## src/rtl/sa_psum_deskew.sv

```systemverilog
// Purpose: re-aligns the skewed per-column psum outputs of the PE array into one word per vector.
// Latency: a vector whose column 0 is valid in cycle T is pushed at the end of cycle T+NUM_COLS-1; o_valid rises in T+NUM_COLS.
// Backpressure: valid/ready pop at the FIFO head; a push into a full FIFO with no pop drops the word and sets o_overflow.
//
// Ports:
//   clk, rst_n        clock, asynchronous active-low reset
//   i_start           one-cycle run start (honoured only in IDLE), i_num_vec sampled with it
//   i_psum_valid      column 0 of i_psum carries a valid result this cycle
//   i_psum[NUM_COLS]  skewed column words from the array (column n trails column 0 by n cycles)
//   o_data[NUM_COLS]  aligned word at the FIFO head, o_valid = FIFO not empty, i_ready = downstream accepts
//   o_busy, o_done    run in progress / one-cycle end-of-run pulse
//   o_overflow        sticky, an aligned word was dropped during this run
//
// Build option: define SA_DESKEW_RELU_EN to clamp negative column words to zero on the way into the FIFO.

module sa_psum_deskew #(
    parameter int ADD_DATAWIDTH = 32,
    parameter int NUM_COLS      = 4,
    parameter int FIFO_DEPTH    = 4,
    parameter int CNT_WIDTH     = 16
) (
    input  logic                     clk,
    input  logic                     rst_n,
    input  logic                     i_start,
    input  logic [CNT_WIDTH-1:0]     i_num_vec,
    input  logic                     i_psum_valid,
    input  logic [ADD_DATAWIDTH-1:0] i_psum [NUM_COLS],
    output logic [ADD_DATAWIDTH-1:0] o_data [NUM_COLS],
    output logic                     o_valid,
    input  logic                     i_ready,
    output logic                     o_busy,
    output logic                     o_done,
    output logic                     o_overflow
);

    // Column 0 is the earliest column, so it needs the longest delay.
    localparam int SKEW = NUM_COLS - 1;
    localparam int PW   = $clog2(FIFO_DEPTH);

    localparam logic [PW:0]          PTR_ONE = {{PW{1'b0}}, 1'b1};
    localparam logic [CNT_WIDTH-1:0] CNT_ONE = {{(CNT_WIDTH-1){1'b0}}, 1'b1};

    typedef enum logic [1:0] {
        S_IDLE = 2'd0,
        S_RUN  = 2'd1,
        S_DONE = 2'd2
    } state_t;

    state_t state;
    state_t state_nxt;
    logic   start_acc;

    logic [CNT_WIDTH-1:0] num_vec;
    logic [CNT_WIDTH-1:0] vec_cnt;

    // ------------------------------------------------------------------
    // Valid shift register: only valids seen while running are tracked.
    // The oldest stage lines up with the completed aligned word.
    // ------------------------------------------------------------------
    logic [SKEW-1:0] vld_sr;
    logic            vld_in;
    logic            push_stb;

    assign vld_in   = i_psum_valid && (state == S_RUN);
    assign push_stb = vld_sr[SKEW-1];

    always_ff @(posedge clk or negedge rst_n) begin
        if (!rst_n) begin
            vld_sr <= '0;
        end else begin
            vld_sr[0] <= vld_in;
            for (int i = 1; i < SKEW; i++) begin
                vld_sr[i] <= vld_sr[i-1];
            end
        end
    end

    // ------------------------------------------------------------------
    // Per-column deskew delay lines. Column n is delayed SKEW-n cycles;
    // the last column is used straight from the input. The delay lines
    // run freely: only the push strobe decides what gets stored.
    // ------------------------------------------------------------------
    logic [ADD_DATAWIDTH-1:0] aligned   [NUM_COLS];
    logic [ADD_DATAWIDTH-1:0] push_word [NUM_COLS];

    genvar c;
    generate
        for (c = 0; c < NUM_COLS; c++) begin : g_col
            localparam int D = SKEW - c;
            if (D == 0) begin : g_pass
                assign aligned[c] = i_psum[c];
            end else begin : g_dly
                logic [ADD_DATAWIDTH-1:0] dly [D];

                always_ff @(posedge clk or negedge rst_n) begin
                    if (!rst_n) begin
                        for (int i = 0; i < D; i++) begin
                            dly[i] <= '0;
                        end
                    end else begin
                        dly[0] <= i_psum[c];
                        for (int i = 1; i < D; i++) begin
                            dly[i] <= dly[i-1];
                        end
                    end
                end

                assign aligned[c] = dly[D-1];
            end
        end
    endgenerate

    // Optional ReLU clamp sits combinationally in the push path.
    always_comb begin
        for (int i = 0; i < NUM_COLS; i++) begin
`ifdef SA_DESKEW_RELU_EN
            push_word[i] = aligned[i][ADD_DATAWIDTH-1] ? '0 : aligned[i];
`else
            push_word[i] = aligned[i];
`endif
        end
    end

    // ------------------------------------------------------------------
    // First-word-fall-through FIFO of aligned words. Pointers carry one
    // extra wrap bit so full and empty are distinguishable.
    // ------------------------------------------------------------------
    logic [ADD_DATAWIDTH-1:0] mem [FIFO_DEPTH][NUM_COLS];
    logic [PW:0]              wr_ptr;
    logic [PW:0]              rd_ptr;
    logic                     fifo_empty;
    logic                     fifo_full;
    logic                     pop;
    logic                     wr_en;
    logic                     drop;

    assign fifo_empty = (wr_ptr == rd_ptr);
    assign fifo_full  = (wr_ptr[PW] != rd_ptr[PW]) &&
                        (wr_ptr[PW-1:0] == rd_ptr[PW-1:0]);

    assign pop   = !fifo_empty && i_ready;
    // A pop in the same cycle frees the head slot, so a full FIFO can
    // still accept the incoming word.
    assign wr_en = push_stb && (!fifo_full || pop);
    assign drop  = push_stb && fifo_full && !pop;

    always_ff @(posedge clk or negedge rst_n) begin
        if (!rst_n) begin
            for (int d = 0; d < FIFO_DEPTH; d++) begin
                for (int i = 0; i < NUM_COLS; i++) begin
                    mem[d][i] <= '0;
                end
            end
        end else if (wr_en) begin
            for (int i = 0; i < NUM_COLS; i++) begin
                mem[wr_ptr[PW-1:0]][i] <= push_word[i];
            end
        end
    end

    always_ff @(posedge clk or negedge rst_n) begin
        if (!rst_n) begin
            wr_ptr <= '0;
            rd_ptr <= '0;
        end else begin
            if (wr_en) begin
                wr_ptr <= wr_ptr + PTR_ONE;
            end
            if (pop) begin
                rd_ptr <= rd_ptr + PTR_ONE;
            end
        end
    end

    always_comb begin
        for (int i = 0; i < NUM_COLS; i++) begin
            o_data[i] = mem[rd_ptr[PW-1:0]][i];
        end
    end

    assign o_valid = !fifo_empty;

    // ------------------------------------------------------------------
    // Run bookkeeping. Every push strobe counts as a vector, stored or
    // dropped, so a run with overflow still terminates.
    // ------------------------------------------------------------------
    always_ff @(posedge clk or negedge rst_n) begin
        if (!rst_n) begin
            num_vec <= '0;
            vec_cnt <= '0;
        end else if (start_acc) begin
            num_vec <= i_num_vec;
            vec_cnt <= '0;
        end else if (push_stb) begin
            vec_cnt <= vec_cnt + CNT_ONE;
        end
    end

    // A drop in the start cycle belongs to the previous run's tail but is
    // still reported, so set has priority over the start-time clear.
    always_ff @(posedge clk or negedge rst_n) begin
        if (!rst_n) begin
            o_overflow <= 1'b0;
        end else if (drop) begin
            o_overflow <= 1'b1;
        end else if (start_acc) begin
            o_overflow <= 1'b0;
        end
    end

    // ------------------------------------------------------------------
    // Run controller
    // ------------------------------------------------------------------
    always_ff @(posedge clk or negedge rst_n) begin
        if (!rst_n) begin
            state <= S_IDLE;
        end else begin
            state <= state_nxt;
        end
    end

    always_comb begin
        state_nxt = state;
        start_acc = 1'b0;
        case (state)
            S_IDLE: begin
                if (i_start) begin
                    start_acc = 1'b1;
                    state_nxt = S_RUN;
                end
            end
            S_RUN: begin
                // Finish only once every vector was counted and the
                // buffered words have all been taken downstream.
                if ((vec_cnt == num_vec) && fifo_empty) begin
                    state_nxt = S_DONE;
                end
            end
            S_DONE: begin
                state_nxt = S_IDLE;
            end
            default: begin
                state_nxt = S_IDLE;
            end
        endcase
    end

    assign o_busy = (state == S_RUN);
    assign o_done = (state == S_DONE);

endmodule
```

## config.mk

```make
export PLATFORM = sky130hd
export DESIGN_NAME = sa_psum_deskew
export DESIGN_NICKNAME = d
export VERILOG_FILES = /design/src/rtl/sa_psum_deskew.sv
export SDC_FILE = /design/constraint.sdc
export NUM_CORES = 1
export LEC_CHECK = 0
export ABC_AREA = 1
export BUFFER_PORTS_ARGS = -buffer_cell sky130_fd_sc_hd__buf_2
export CAP_MARGIN = 20
export CORE_MARGIN = 2
export CORE_UTILIZATION = 45
export CTS_CLUSTER_DIAMETER = 50
export DETAILED_ROUTE_END_ITERATION = 12
export PLACE_DENSITY = 0.66
export SYNTH_ARGS = -nofsm -noshare
export SYNTH_HDL_FRONTEND = slang
export SYNTH_SLANG_ARGS = --single-unit
```

## constraint.sdc

```tcl
create_clock -name clk -period 1.5 [get_ports clk]
set_input_delay 0.225 -clock clk [delete_from_list [all_inputs] [get_ports clk]]
set_output_delay 0.225 -clock clk [all_outputs]
set_load 0.005 [all_outputs]
```

==> flow_summary.ini <==
[outcome]
outcome = complete, but fails checks
violated_checks = negative setup slack

[timing]
report.final.slew_viol_count = 0
hold_violations = 0
fmax_ghz = 0.410
final_period_minus_worst_setup_slack_ps = 2440
timing.clock.skew_ps = 28.5
min_period_over_period = 1.63
holdWs_ps = 30.2
timing.final.ws_setup_ps = -939
rsz0062_at_grt = true
worst_slew_margin_relative_to_its_limit = 0.637
worst_pin_slew_ps = 544
timing.final.setup_violations = 651

[routing]
detail_route.wirelength_um = 87900
iteration_count_of_the_initial_detailed_routing_pass = 5
residual_antenna_violating_net_count_after_detailed_routing = 0
route.detailed.vias_per_inst = 5.31
drc_errors = 0
wl_per_cell_um = 19.0
route.vias.total = 24500
drt_first_iter_violations = 2203

[run]
timing.max_cap.violations = 0

[finish]
final_cell_area_um2 = 40400
fillCellCount = 5024
sequential_cell_area_um2 = 18700
layout_net_count = 3845
number_of_standard_cells_in_the_final_layout_excluding_fillers = 4619
layout-drive-gt1-share = 0.225
insertedDiodeCount = 0
synthesis_to_layout_area_growth_pct = 38.2
multi_input_comb_area_um2 = 9670

[critical_path]
timing.critical_path.fanout_max = 25
critical_path.endpoint_type = output port
slowest_stage = sky130_fd_sc_hd__dfrtp_4
largest_incremental_delay_on_the_critical_path_ps = 570
cp.required_ps = 1270
cp_data_arrival_time_ps = 2210
crit_type = flip-flop to output port
startpoint_type = flip-flop
crit_path_cell_trace = inv_12, buf_12, buf_16, o21ai_0, o22ai_1, buf_2

[floorplanning]
top_level_ports = 281
placement_rows = 93
die-width_um = 259
placeableCoreArea_um2 = 64300
initial_utilization = 0.455
die-area_um2 = 67100
fp.dieH_um = 259

[placement]
post-place-ws_ps = -338
detailedPlacementHpwl_um = 48000
placed_area_um2 = 33400
gp_routability_congestion = 0.798
place_inst = 4229
port_buffer_count = 280

[power_and_ir_drop]
combinationalPowerShare = 0.427
switching_power_mw = 34.0
worst_vdd_ir_mv = 1.31
power_density_nw_per_um2 = 2270
power_leakage_nw = 19.2
power.clock.fraction = 0.246
total_power_mw = 91.7
share_seq_of_total_power = 0.327
sw_frac_of_total = 0.371
intPower_mw = 57.6

[logic_synthesis]
synth_ff_type = sky130_fd_sc_hd__dfrtp_1
synth_top_cell_area_share = 0.640
netlist-cell-type-count = 22
synth_most_common_cell = sky130_fd_sc_hd__dfrtp_1
yosys-top-cells-area = sky130_fd_sc_hd__dfrtp_1, sky130_fd_sc_hd__nand2_1, sky130_fd_sc_hd__o21ai_1
syn_area_um2 = 29300
synth-warning-count = 0
synth-async-reset-ratio = 1.00
synth_fp_nets = 3264
synthDominantAreaCellType = sky130_fd_sc_hd__dfrtp_1
synth-edff-count = 0
synth.avg_cell_area_um2 = 9.41
yosys_register_bits = 748
synth_seq_area_share = 0.640
synth_commonest_cells = sky130_fd_sc_hd__dfrtp_1, sky130_fd_sc_hd__nand2_1, sky130_fd_sc_hd__o21ai_1
synthesis.instances = 3109

[global_route]
first_global_vias = 23400
grt_start_max_net_pins = 97
grt_overflow = 0
global_route.usage.total = 0.238
number_of_antenna_violations_at_the_first_check_in_global_routing = 4
grt_pass1_wl_um = 128000

[clock_tree]
tritoncts = done
cts_inserted_buffers = 88
cts.clk_slew.worst_paths_ps = 60
insertion_delay_ps = 660
clock_tree.root_cell = sky130_fd_sc_hd__clkbuf_16
cts_sinks = 748
clk_path_buf_depth = 3
h-tree-depth = 3

[min_path]
min_path_type = primary input to flip-flop
[stage by stage]
| step | setup TNS, ps | utilization |
|---|---|---|
| 2_1_floorplan | -1280 | - |
| 3_3_place_gp | -142770 | 0.519 |
| 3_5_place_dp | -169080 | 0.519 |
| 4_1_cts | -305580 | 0.603 |
| 5_1_grt | -353410 | 0.628 |
| 6_report | -302870 | 0.628 |
[state kept, by name, summed over array words and instances, names as in the netlist]
register / flops
num_vec: 16
vec_cnt: 16
state: 2
mem: 512
wr_ptr: 3
o_overflow: 1
vld_sr: 3
g_col.g_dly.dly: 128
rd_ptr: 3
aligned: 64
[cell families after synthesis]
kind of cell | after synthesis | share of synthesized area
AOI/OAI and AO/OA | 925 | 0.164
xor gates and xnor gates | 9 | 0.00269
adders and majority gates | 6 | 0.00257
buffers and inverters | 359 | 0.0524
DFF | 748 | 0.640
and+or+nand+nor | 1062 | 0.138
[worst max-delay path, delay by kind of cell (launching register included)]
kind | cells | cell delay, ps
AOI/OAI and AO/OA | 2 | 340
buffers and inverters | 4 | 660
DFF | 1 | 570
[routing by layer]
| layer | track usage | part of all wire |
|---|---|---|
| met1 | 0.335 | 0.43 |
| met2 | 0.381 | 0.48 |
| met5 | 0 | 0.00049 |
| met3 | 0.0441 | 0.063 |
| met4 | 0.0663 | 0.022 |
[power by group through the flow]
stage	sequential (mW)	clock (mW)	combinational, mW
3_3_place_gp	29.6	0	30.3
5_1_grt	30.7	23.7	42.5
3_5_place_dp	29.8	0	30.8
6_report	30.0	22.6	39.2
4_1_cts	29.6	22.8	34.1
2_1_floorplan	28.9	0	17.2
[layout make-up]
| class | count | share of cell area |
|---|---|---|
| clock buffer | 112 | 0.0592 |
| clock inverter | 52 | 0.0179 |
| inverter | 141 | 0.0137 |
| multi-input combinational | 2002 | 0.239 |
| sequential | 748 | 0.463 |
| tap | 855 | 0.0265 |
| timing repair buffer | 708 | 0.180 |
| timing repair inverter | 1 | 0.000217 |
[cells in the final DEF, fill, tap and decap left out, types with 5 or more instances in the layout]
cell type	Yosys	routed
sky130_fd_sc_hd__o22ai_2	0	51
sky130_fd_sc_hd__buf_8	0	10
sky130_fd_sc_hd__buf_4	14	110
sky130_fd_sc_hd__nand3_4	0	6
sky130_fd_sc_hd__clkinv_4	0	8
sky130_fd_sc_hd__nor2_4	0	8
sky130_fd_sc_hd__clkbuf_16	0	117
sky130_fd_sc_hd__dlygate4sd3_1	0	147
sky130_fd_sc_hd__clkbuf_1	96	14
sky130_fd_sc_hd__ha_1	6	6
sky130_fd_sc_hd__nor2_2	0	32
sky130_fd_sc_hd__o21ai_1	442	501
sky130_fd_sc_hd__buf_16	0	27
sky130_fd_sc_hd__nor2_1	293	253
sky130_fd_sc_hd__a21oi_1	9	9
sky130_fd_sc_hd__o21ai_2	0	31
sky130_fd_sc_hd__buf_2	107	277
sky130_fd_sc_hd__buf_12	0	86
sky130_fd_sc_hd__bufinv_16	0	10
sky130_fd_sc_hd__clkinvlp_4	0	11
sky130_fd_sc_hd__inv_1	141	139
sky130_fd_sc_hd__buf_6	0	22
sky130_fd_sc_hd__nand2_1	744	744
sky130_fd_sc_hd__nand3_1	11	10
sky130_fd_sc_hd__o21ai_0	343	251
sky130_fd_sc_hd__dfrtp_1	748	746
sky130_fd_sc_hd__inv_6	0	7
sky130_fd_sc_hd__nand4_1	5	5
sky130_fd_sc_hd__clkbuf_8	0	10
sky130_fd_sc_hd__o22ai_1	128	77
sky130_fd_sc_hd__clkinv_2	0	7
[final timing paths]
path / from / to / slack (ps) / cells after the start
max: rd_ptr[0] / o_data[23] / -940 / 6
min: i_ready / rd_ptr[2] / 30 / 4
max reg2reg: rd_ptr[0] / mem[18] / -510 / 8
min reg2reg: g_col[0].g_dly.dly[54] / aligned[118] / 340 / 0
max in group asynchronous: rst_n / g_col[1].g_dly.dly[40] / 620 / 4
min in group asynchronous: rst_n / mem[30] / 40 / 2
[repair_timing]
action                     in CTS  in global routing
setup endpoints to repair     650                656
hold endpoints to repair      971                  0
buffers inserted                8                 25
hold buffers                  147                  0
cloned                          9                 37
pin swaps                      14                 30
resized for setup             122                189
No activity file was read; power rests on OpenSTA's default activity.
